## config.mk

```make
export PLATFORM = sky130hd
export DESIGN_NAME = ihex_loader
export DESIGN_NICKNAME = d
export VERILOG_FILES = /design/src/rtl/ihex_loader.sv
export SDC_FILE = /design/constraint.sdc
export NUM_CORES = 1
export LEC_CHECK = 0
export BUFFER_PORTS_ARGS = -buffer_cell sky130_fd_sc_hd__buf_4
export CELL_PAD_IN_SITES_DETAIL_PLACEMENT = 1
export CELL_PAD_IN_SITES_GLOBAL_PLACEMENT = 1
export CORE_ASPECT_RATIO = 0.6
export CORE_UTILIZATION = 41
export CTS_BUF_LIST = sky130_fd_sc_hd__clkbuf_4
export DETAILED_ROUTE_END_ITERATION = 12
export PLACE_DENSITY_LB_ADDON = 0.1
export SETUP_SLACK_MARGIN = 0.02
export SKIP_CTS_REPAIR_TIMING = 1
export SYNTH_ARGS = -nofsm -noshare
export SYNTH_HDL_FRONTEND = slang
export SYNTH_SLANG_ARGS = --single-unit
export TNS_END_PERCENT = 5
```

## constraint.sdc

```tcl
create_clock -name clk_sys -period 8.35 [get_ports clk_sys]
set_input_delay 2.505 -clock clk_sys [delete_from_list [all_inputs] [get_ports clk_sys]]
set_output_delay 2.505 -clock clk_sys [all_outputs]
set_load 0.05 [all_outputs]
```

## src/rtl/ihex_loader.sv

```systemverilog
// ROM image loader: raw binary or Intel HEX from the HPS download channel into a
// byte-wide program memory write port, with checksum, range and syntax checking.
module ihex_loader #(
    parameter int unsigned ADDR_W    = 15,
    parameter int unsigned IOCTL_AW  = 25,
    parameter int unsigned BIN_INDEX = 0
) (
    input  logic                clk_sys,
    input  logic                reset,
    input  logic                ioctl_download,
    input  logic                ioctl_wr,
    input  logic [IOCTL_AW-1:0] ioctl_addr,
    input  logic [7:0]          ioctl_dout,
    input  logic [7:0]          ioctl_index,
    output logic                mem_wr,
    output logic [ADDR_W-1:0]   mem_addr,
    output logic [7:0]          mem_data,
    output logic                busy,
    output logic                done,
    output logic                err_csum,
    output logic                err_syntax,
    output logic                err_range,
    output logic [15:0]         rec_count
);

    typedef enum logic [2:0] {
        S_IDLE,
        S_LEN,
        S_ADDR,
        S_TYPE,
        S_DATA,
        S_CSUM
    } state_t;

    state_t              r_state;
    logic                r_dl_prev;
    logic [1:0]          r_dig;
    logic [3:0]          r_hi;
    logic [7:0]          r_sum;
    logic [7:0]          r_len;
    logic [7:0]          r_len_rec;
    logic [15:0]         r_offset;
    logic [2:0]          r_type;
    logic [7:0]          r_idx;
    logic [15:0]         r_data16;
    logic [31:0]         r_base;
    logic                r_mem_wr;
    logic [ADDR_W-1:0]   r_mem_addr;
    logic [7:0]          r_mem_data;
    logic                r_done;
    logic                r_err_csum;
    logic                r_err_syntax;
    logic                r_err_range;
    logic [15:0]         r_rec_count;

    logic                w_nib_ok;
    logic [3:0]          w_nib;
    logic [7:0]          w_byte;
    logic [7:0]          w_sum_next;
    logic [15:0]         w_wr_ptr;
    logic [31:0]         w_wr_addr;
    logic                w_wr_oor;
    logic                w_bin;
    logic                w_bin_oor;
    logic                w_dl_rise;
    logic                w_hex_wr;

    // ASCII hex digit decode, case-insensitive
    always_comb begin
        w_nib_ok = 1'b1;
        w_nib    = 4'd0;
        if (ioctl_dout >= 8'h30 && ioctl_dout <= 8'h39) begin
            w_nib = 4'(ioctl_dout - 8'h30);
        end else if (ioctl_dout >= 8'h41 && ioctl_dout <= 8'h46) begin
            w_nib = 4'(ioctl_dout - 8'h37);
        end else if (ioctl_dout >= 8'h61 && ioctl_dout <= 8'h66) begin
            w_nib = 4'(ioctl_dout - 8'h57);
        end else begin
            w_nib_ok = 1'b0;
        end
    end

    assign w_byte     = {r_hi, w_nib};
    assign w_sum_next = r_sum + w_byte;
    // Record offset plus byte index wraps at 16 bits before the base is added
    assign w_wr_ptr   = r_offset + 16'(r_idx);
    assign w_wr_addr  = r_base + 32'(w_wr_ptr);
    assign w_wr_oor   = (w_wr_addr >> ADDR_W) != 32'd0;
    assign w_bin      = (ioctl_index == 8'(BIN_INDEX));
    assign w_bin_oor  = (ioctl_addr >> ADDR_W) != '0;
    assign w_dl_rise  = ioctl_download & ~r_dl_prev;
    assign w_hex_wr   = ioctl_download & ioctl_wr & ~w_bin;

    always_ff @(posedge clk_sys) begin
        if (reset) begin
            r_state      <= S_IDLE;
            r_dl_prev    <= 1'b0;
            r_dig        <= 2'd0;
            r_hi         <= 4'd0;
            r_sum        <= 8'd0;
            r_len        <= 8'd0;
            r_len_rec    <= 8'd0;
            r_offset     <= 16'd0;
            r_type       <= 3'd0;
            r_idx        <= 8'd0;
            r_data16     <= 16'd0;
            r_base       <= 32'd0;
            r_mem_wr     <= 1'b0;
            r_mem_addr   <= '0;
            r_mem_data   <= 8'd0;
            r_done       <= 1'b0;
            r_err_csum   <= 1'b0;
            r_err_syntax <= 1'b0;
            r_err_range  <= 1'b0;
            r_rec_count  <= 16'd0;
        end else begin
            r_dl_prev <= ioctl_download;
            r_mem_wr  <= 1'b0;

            // Clears come first so a byte arriving on the same edge still takes effect
            if (w_dl_rise) begin
                r_done       <= 1'b0;
                r_err_csum   <= 1'b0;
                r_err_syntax <= 1'b0;
                r_err_range  <= 1'b0;
                r_rec_count  <= 16'd0;
                r_base       <= 32'd0;
            end

            if (!ioctl_download || w_bin) begin
                r_state <= S_IDLE;
            end

            if (ioctl_download && ioctl_wr && w_bin) begin
                if (w_bin_oor) begin
                    r_err_range <= 1'b1;
                end else begin
                    r_mem_wr   <= 1'b1;
                    r_mem_addr <= ioctl_addr[ADDR_W-1:0];
                    r_mem_data <= ioctl_dout;
                end
            end

            if (w_hex_wr) begin
                if (r_state == S_IDLE) begin
                    if (ioctl_dout == 8'h3A) begin
                        r_state <= S_LEN;
                        r_sum   <= 8'd0;
                        r_dig   <= 2'd0;
                    end
                end else if (!w_nib_ok) begin
                    r_err_syntax <= 1'b1;
                    r_state      <= S_IDLE;
                end else begin
                    r_hi  <= w_nib;
                    r_dig <= r_dig + 2'd1;
                    if (r_dig[0]) begin
                        r_sum <= w_sum_next;
                    end
                    case (r_state)
                        S_LEN: begin
                            if (r_dig[0]) begin
                                r_len     <= w_byte;
                                r_len_rec <= w_byte;
                                r_dig     <= 2'd0;
                                r_state   <= S_ADDR;
                            end
                        end
                        S_ADDR: begin
                            if (r_dig[0]) begin
                                r_offset <= {r_offset[7:0], w_byte};
                                if (r_dig == 2'd3) begin
                                    r_dig   <= 2'd0;
                                    r_state <= S_TYPE;
                                end
                            end
                        end
                        S_TYPE: begin
                            if (r_dig[0]) begin
                                r_dig <= 2'd0;
                                r_idx <= 8'd0;
                                if (w_byte > 8'd5) begin
                                    r_err_syntax <= 1'b1;
                                    r_state      <= S_IDLE;
                                end else begin
                                    r_type  <= w_byte[2:0];
                                    r_state <= (r_len == 8'd0) ? S_CSUM : S_DATA;
                                end
                            end
                        end
                        S_DATA: begin
                            if (r_dig[0]) begin
                                r_dig    <= 2'd0;
                                r_data16 <= {r_data16[7:0], w_byte};
                                r_idx    <= r_idx + 8'd1;
                                r_len    <= r_len - 8'd1;
                                if (r_len == 8'd1) begin
                                    r_state <= S_CSUM;
                                end
                                if (r_type == 3'd0) begin
                                    if (w_wr_oor) begin
                                        r_err_range <= 1'b1;
                                    end else begin
                                        r_mem_wr   <= 1'b1;
                                        r_mem_addr <= w_wr_addr[ADDR_W-1:0];
                                        r_mem_data <= w_byte;
                                    end
                                end
                            end
                        end
                        S_CSUM: begin
                            if (r_dig[0]) begin
                                r_state <= S_IDLE;
                                if (w_sum_next == 8'd0) begin
                                    r_rec_count <= r_rec_count + 16'd1;
                                    case (r_type)
                                        3'd1: r_done <= 1'b1;
                                        3'd2: begin
                                            if (r_len_rec == 8'd2) r_base <= 32'(r_data16) << 4;
                                            else                   r_err_syntax <= 1'b1;
                                        end
                                        3'd4: begin
                                            if (r_len_rec == 8'd2) r_base <= {r_data16, 16'd0};
                                            else                   r_err_syntax <= 1'b1;
                                        end
                                        default: ;
                                    endcase
                                end else begin
                                    r_err_csum <= 1'b1;
                                end
                            end
                        end
                        default: r_state <= S_IDLE;
                    endcase
                end
            end
        end
    end

    assign mem_wr     = r_mem_wr;
    assign mem_addr   = r_mem_addr;
    assign mem_data   = r_mem_data;
    assign busy       = (r_state != S_IDLE);
    assign done       = r_done;
    assign err_csum   = r_err_csum;
    assign err_syntax = r_err_syntax;
    assign err_range  = r_err_range;
    assign rec_count  = r_rec_count;

endmodule
```

# After elaboration in Yosys (flattened, before gate mapping)
# Cells that the tools add are included.
[totals] register_bits=153 output_inout_bits=45 word_cells=208 input_bits=45
[classes] muxes=118 n_eq_ne=16 order_cmp=7 bitwise=7 reduce_logical=30 addsub=10
[op_table] op="32-bit 2-to-1 mux" count=9
[op_table] op="8-bit 2-to-1 mux" count=17
[op_table] op="15-bit 2-to-1 mux" count=9
[op_table] op="16-bit 2-to-1 mux" count=7
[op_table] op="32-bit case mux with 2 select lines" count=1
[op_table] op="1-bit 2-to-1 mux" count=48
[op_table] op="3-bit 2-to-1 mux" count=13
[op_table] op="32-bit by 16-bit adder with 32-bit output" count=1
[op_table] op="8-bit case mux with 2 select lines" count=2
[op_table] op="32-bit nonzero test" count=1
[op_table] op="25-bit nonzero test" count=1
[op_table] op="8-bit zero test" count=3
[op_table] op="6-bit AND reduction" count=3
[op_table] op="16-bit by 1-bit adder with 16-bit output, second input constant" count=1
[op_table] op="16-bit by 8-bit adder with 16-bit output" count=1
[op_table] op="8-bit by 7-bit >= comparator with 1-bit output, second input constant" count=2
[op_table] op="8-bit by 7-bit less-or-equal comparator with 1-bit output, second input constant" count=2
[op_table] op="3-bit case mux with 5 select lines" count=1
[op_table] op="5-bit AND reduction" count=3
[op_table] op="2-bit 2-to-1 mux" count=6
[op_table] op="4-bit 2-to-1 mux" count=3
[op_table] op="3-bit by 2-bit == test with 1-bit output, second input constant" count=3
[op_table] op="3-bit == test, second input constant" count=3
[op_table] op="8-bit by 1-bit adder with 8-bit output, second input constant" count=1
[op_table] op="other kinds (29)" count=47

# Depth between registers and ports, before layout
[depth] word_depth=13 ltp_mapped=24 ltp_nobuf=21

# Least setup slack after synthesis
# OpenSTA, ideal clock, no wires.
[synth_timing] path_kind="input -> register" startpoint="in ioctl_dout[0]" endpoint="reg r_base[21]" setup_ps=59 path_slack_ps=1893 t_required_ps=8291 arrival_time_ps=6398 path_stages=19 path_buffers=2 path_cell_list="inv_1 ha_1 o21bai_4 a2111oi_4 nor3_1 o21ai_0 inv_1 ha_1 nor2b_1 o21ai_0 a21boi_0 o21ai_0 nor3b_1 o2111ai_1 clkbuf_1 or3_4 nor4b_4 buf_6 a22o_1"
[synth_via] elab_chain_len=13 word_cells_on_any_way=26 classes_between="add/sub (4); order compare (6); mux (12); reduce/logical (4)"
[synth_rtl] item="from (decl)" line_no="13" text="input logic [7:0] ioctl_dout,"
[synth_rtl] item="8-bit by 7-bit >= comparator with 1-bit output or 8-bit by 7-bit less-or-equal comparator with 1-bit output (tied branches)" line_no="76" text="end else if (ioctl_dout >= 8'h61 && ioctl_dout <= 8'h66) begin"
[synth_rtl] item="1-bit logical AND" line_no="76"
[synth_rtl] item="4-bit 2-to-1 mux" line_no="76"
[synth_rtl] item="4-bit 2-to-1 mux" line_no="74" text="end else if (ioctl_dout >= 8'h41 && ioctl_dout <= 8'h46) begin"
[synth_rtl] item="4-bit 2-to-1 mux (*)" line_no="72" text="if (ioctl_dout >= 8'h30 && ioctl_dout <= 8'h39) begin"
[synth_rtl] item="named net w_nib[2]" line_no="57" text="logic [3:0] w_nib;"
[synth_rtl] item="8-bit adder (*)" line_no="84" text="assign w_sum_next = r_sum + w_byte;"
[synth_rtl] item="8-bit zero test (*)" line_no="214" text="if (w_sum_next == 8'd0) begin"
[synth_rtl] item="32-bit 2-to-1 mux (*)" line_no="214"
[synth_rtl] item="32-bit 2-to-1 mux (*)" line_no="212" text="if (r_dig[0]) begin"
[synth_rtl] item="32-bit 2-to-1 mux (*)" line_no="160" text="case (r_state)"
[synth_rtl] item="32-bit 2-to-1 mux (*)" line_no="151" text="end else if (!w_nib_ok) begin"
[synth_rtl] item="32-bit 2-to-1 mux (*)" line_no="145" text="if (r_state == S_IDLE) begin"
[synth_rtl] item="32-bit 2-to-1 mux (*)" line_no="144" text="if (w_hex_wr) begin"
[synth_rtl] item="to (signal assigned)" line_no="219" text="if (r_len_rec == 8'd2) r_base <= 32'(r_data16) << 4;"
[synth_rtl] item="to (signal assigned)" line_no="223" text="if (r_len_rec == 8'd2) r_base <= {r_data16, 16'd0};"
[synth_rtl] item="to (decl)" line_no="46" text="logic [31:0] r_base;"
# The timed path passes the listed nets; every way through them passes the cells marked *.
# A chain may end at the register's enable or synchronous reset.

# Final worst setup path
[layout_timing] startpoint="in ioctl_dout[0]" endpoint="reg r_base[24]"
# The elaborated chain is that of the path after synthesis.

==> results.json <==
{
  "status": "complete, no violations",
  "clock_skew_ps": 14.1,
  "gp_congestion": 0.944,
  "fin_nets": 1293,
  "hold_class": "reg -> reg",
  "cp_cell_sequence": "buf_4 -> inv_1 -> ha_1 -> o21bai_4 -> a2111oi_4 -> mux2i_1 -> nor2_1 -> inv_1 -> fa_1 -> nor2b_1 -> o21ai_0 -> a21boi_0 -> o21ai_0 -> a21boi_0 -> o2111ai_1 -> buf_4 -> or3_4 -> nor4b_4 -> a22o_1",
  "reg2reg_from": "r_idx[0]",
  "leakage_nw": 4.33,
  "gr-total-overflow": 0,
  "p_sw_w": 0.000328,
  "num_vias": 9005,
  "antenna_found_initial": 1,
  "io_buffers": 89,
  "critPathMaxStageDelay_ps": 680,
  "crit_fanout": 30,
  "grt_pass1_wl_um": 50500,
  "ys_seq_area_share_pct": 32.4,
  "finalSetupViolations": 0,
  "sequentialPowerShare_pct": 53.9,
  "ant_nets": 0,
  "cp_slowest_cell": "nor4b_4",
  "yosysTopAreaCellShare_pct": 32.4,
  "vias_per_cell": 5.90,
  "wl_per_cell_um": 21.2,
  "rsz0062_at_grt": "no",
  "synth_area_um2": 9450,
  "grtUsageTotal_pct": 27.9,
  "die_h_um": 120,
  "setup.worst_path.end_class": "flip-flop",
  "ioPinCount": 90,
  "synth_edf_count": 0,
  "cts_made_buffers": 17,
  "rrSetupSlack_ps": 2180,
  "peakVddDrop_mv": 0.111,
  "h-tree-depth": 4,
  "drtPass1Iterations": 5,
  "cts_num_sinks": 153,
  "ys_async_sr_fraction_pct": 0,
  "fin_crit_sh_pct": 88.3,
  "worst-path-buf-inv": 4,
  "worstHoldStart": "r_base[0]",
  "cts_buffer_depth": 2,
  "clock_power_share_pct": 41.6,
  "cts_tree": "built",
  "cp.required_ps": 8880,
  "crit_type": "in -> reg",
  "r2r_cells": 21,
  "setup_ws_ps": 973,
  "maxSlewViolCount": 0,
  "row_count": 42,
  "maxCapViolations": 0,
  "finalSetupTns_ps": 0,
  "cts.clk_slew.worst_paths_ps": 140,
  "placed_area_um2": 10400,
  "hold_viol": 0,
  "pre_cts_ws_ps": 627,
  "r2r_end": "mem_addr[2]",
  "fin_crit_ps": 7380,
  "yosysWarningCount": 0,
  "drt_iter0_drc": 756,
  "crit_family": "compound AO/OA/AOI/OAI gates",
  "ys_top_cells_by_area": "dfxtp_1 (32%), nor2_1 (5.8%), ha_1 (5.6%)",
  "syn_to_final_growth_pct": 13.5,
  "slew_headroom_pct": 20.8,
  "wirelength_um": 32300,
  "synthCells": 1136,
  "worstSetupStartpointType": "input pin",
  "synth_cell_type_count": 84,
  "syn_area_per_cell_um2": 8.32,
  "layout-drive-gt1-share_pct": 15.5,
  "clk_latency_ps": 580,
  "p_int_w": 0.00103,
  "cts_root_buf": "clkbuf_4",
  "grt_max_degree": 71,
  "syn-num-nets": 1226,
  "start_util_pct": 42.3,
  "worst_slew_pin_slew_ps": 1180,
  "die_w_um": 198,
  "min_to": "r_base[0]",
  "hold_path_depth": 1,
  "yosys_most_used_dff": "dfxtp_1",
  "grt_pass1_vias": 8485,
  "place.detailed.hpwl_um": 25000,
  "combinationalPowerShare_pct": 4.5,
  "swShare_pct": 24.2,
  "stdcell_area_um2": 10700,
  "core_area_um2": 22300,
  "power.density_nw_per_um2": 126,
  "worstPathArrival_ps": 7900,
  "dieArea_um2": 23700,
  "yosysTopAreaCell": "dfxtp_1",
  "drc_errors": 0,
  "ys_seq_elements": 153,
  "fmax_mhz": 136,
  "hold_ws_ps": 488
}
power groups by stage:
stage	clock network (W)	logic (W)	registers, W
floorplan	0	0.0000291	0.000746
global placement	0	0.0000589	0.000746
detailed placement	0	0.0000599	0.000746
CTS	0.000578	0.0000602	0.000730
global route	0.000614	0.0000660	0.000731
finish	0.000564	0.0000609	0.000730
worst reg2reg max path: cells and delay by family, from the launching register on:
| family | cells | cell delay, ps |
|---|---|---|
| and+or+nand+nor | 9 | 3180 |
| adders and majority gates | 3 | 1130 |
| DFF | 1 | 390 |
| AOI/OAI and AO/OA | 8 | 1300 |
| xor gates and xnor gates | 1 | 70 |
kinds of logic after synthesis:
kind of cell               Yosys count  synth area share (%)
DFF                                153                  32.4
and+or+nand+nor                    441                  24.0
AOI/OAI and AO/OA                  310                  22.8
xor gates and xnor gates            35                  3.39
buffers and inverters               90                  4.08
muxes                               62                  7.15
adders and majority gates           45                  6.20
worst max-delay path by stage:
stage,startpoint,endpoint,depth (start not counted)
6_report,ioctl_dout[0],r_base[24],19
5_1_grt,ioctl_dout[0],r_base[25],19
4_1_cts,ioctl_dout[0],r_base[24],19
3_5_place_dp,ioctl_dout[0],r_base[24],19
3_3_place_gp,ioctl_dout[0],r_base[24],19
2_1_floorplan,ioctl_dout[0],r_base[21],19
cells in the final DEF (no fill, tap or decap), types with 9 or more instances in the layout:
master,instances
mux2i_1,48
inv_1,33
o21ai_0,57
nor3_1,27
ha_1,42
o211ai_1,10
xnor2_1,23
a21o_1,23
nand2_1,93
nor2_1,145
a211oi_1,26
nor3b_1,16
o31ai_1,9
a22oi_1,10
and3_1,17
xor2_1,11
nand4_1,11
a22o_1,28
clkbuf_4,18
a21oi_1,78
nand3b_1,10
nand3_1,31
nor2b_1,11
mux2_4,10
nor4_1,19
or3_1,9
dfxtp_1,153
buf_4,105
metrics by stage:
step           power [W]  std cells  utilization, %
4_1_cts          0.00137       1524            48.0
3_5_place_dp    0.000806       1492            46.4
5_1_grt          0.00141       1526            48.0
2_1_floorplan   0.000775       1136               -
6_report         0.00136       1526            48.0
3_3_place_gp    0.000805       1492            46.4
per-layer routing:
layer	track usage, %	up-vias	wire length [um]
met1	45.7	4423	17500
met3	7.53	13	2750
li1	-	4286	-
met5	0	-	0
met2	35.2	283	11900
met4	4.26	0	142
Yosys cell counts, types with 4 or more instances:
| library cell | count |
|---|---|
| a211oi_1 | 26 |
| a21boi_0 | 5 |
| a21o_1 | 23 |
| a21oi_1 | 78 |
| a22o_1 | 28 |
| a22oi_1 | 10 |
| a31oi_1 | 7 |
| and2_1 | 8 |
| and3_1 | 17 |
| buf_2 | 14 |
| clkbuf_1 | 37 |
| dfxtp_1 | 153 |
| ha_1 | 42 |
| inv_1 | 33 |
| mux2_2 | 4 |
| mux2_4 | 10 |
| mux2i_1 | 48 |
| nand2_1 | 93 |
| nand2b_1 | 5 |
| nand3_1 | 31 |
| nand3_2 | 4 |
| nand3b_1 | 10 |
| nand4_1 | 11 |
| nor2_1 | 145 |
| nor2b_1 | 11 |
| nor3_1 | 27 |
| nor3b_1 | 16 |
| nor4_1 | 19 |
| o2111ai_1 | 6 |
| o211ai_1 | 10 |
| o21a_1 | 6 |
| o21ai_0 | 57 |
| o21bai_1 | 6 |
| o31ai_1 | 9 |
| or2_2 | 8 |
| or3_1 | 9 |
| or4_1 | 4 |
| xnor2_1 | 23 |
| xor2_1 | 11 |
registers in the layout, indices dropped and copies added (netlist names):
| signal | flops |
|---|---|
| r_base | 32 |
| r_data16 | 16 |
| r_offset | 16 |
| rec_count | 16 |
| mem_addr | 15 |
| mem_data | 8 |
| r_idx | 8 |
| r_len | 8 |
| r_len_rec | 8 |
| r_sum | 8 |
| r_hi | 4 |
| r_state | 3 |
| r_type | 3 |
| r_dig | 2 |
| done | 1 |
| err_csum | 1 |
| err_range | 1 |
| err_syntax | 1 |
| mem_wr | 1 |
| r_dl_prev | 1 |
layout make-up:
type / count / area (um2)
Antenna cell: 2 / 5.00
Clock buffer: 18 / 135
Clock inverter: 14 / 218
Fill cell: 2735 / 11600
Inverter: 33 / 124
Multi-Input combinational cell: 893 / 6010
Sequential cell: 153 / 3060
Tap cell: 308 / 385
Timing Repair Buffer: 105 / 788
No activity file was read; power rests on OpenSTA's default activity.
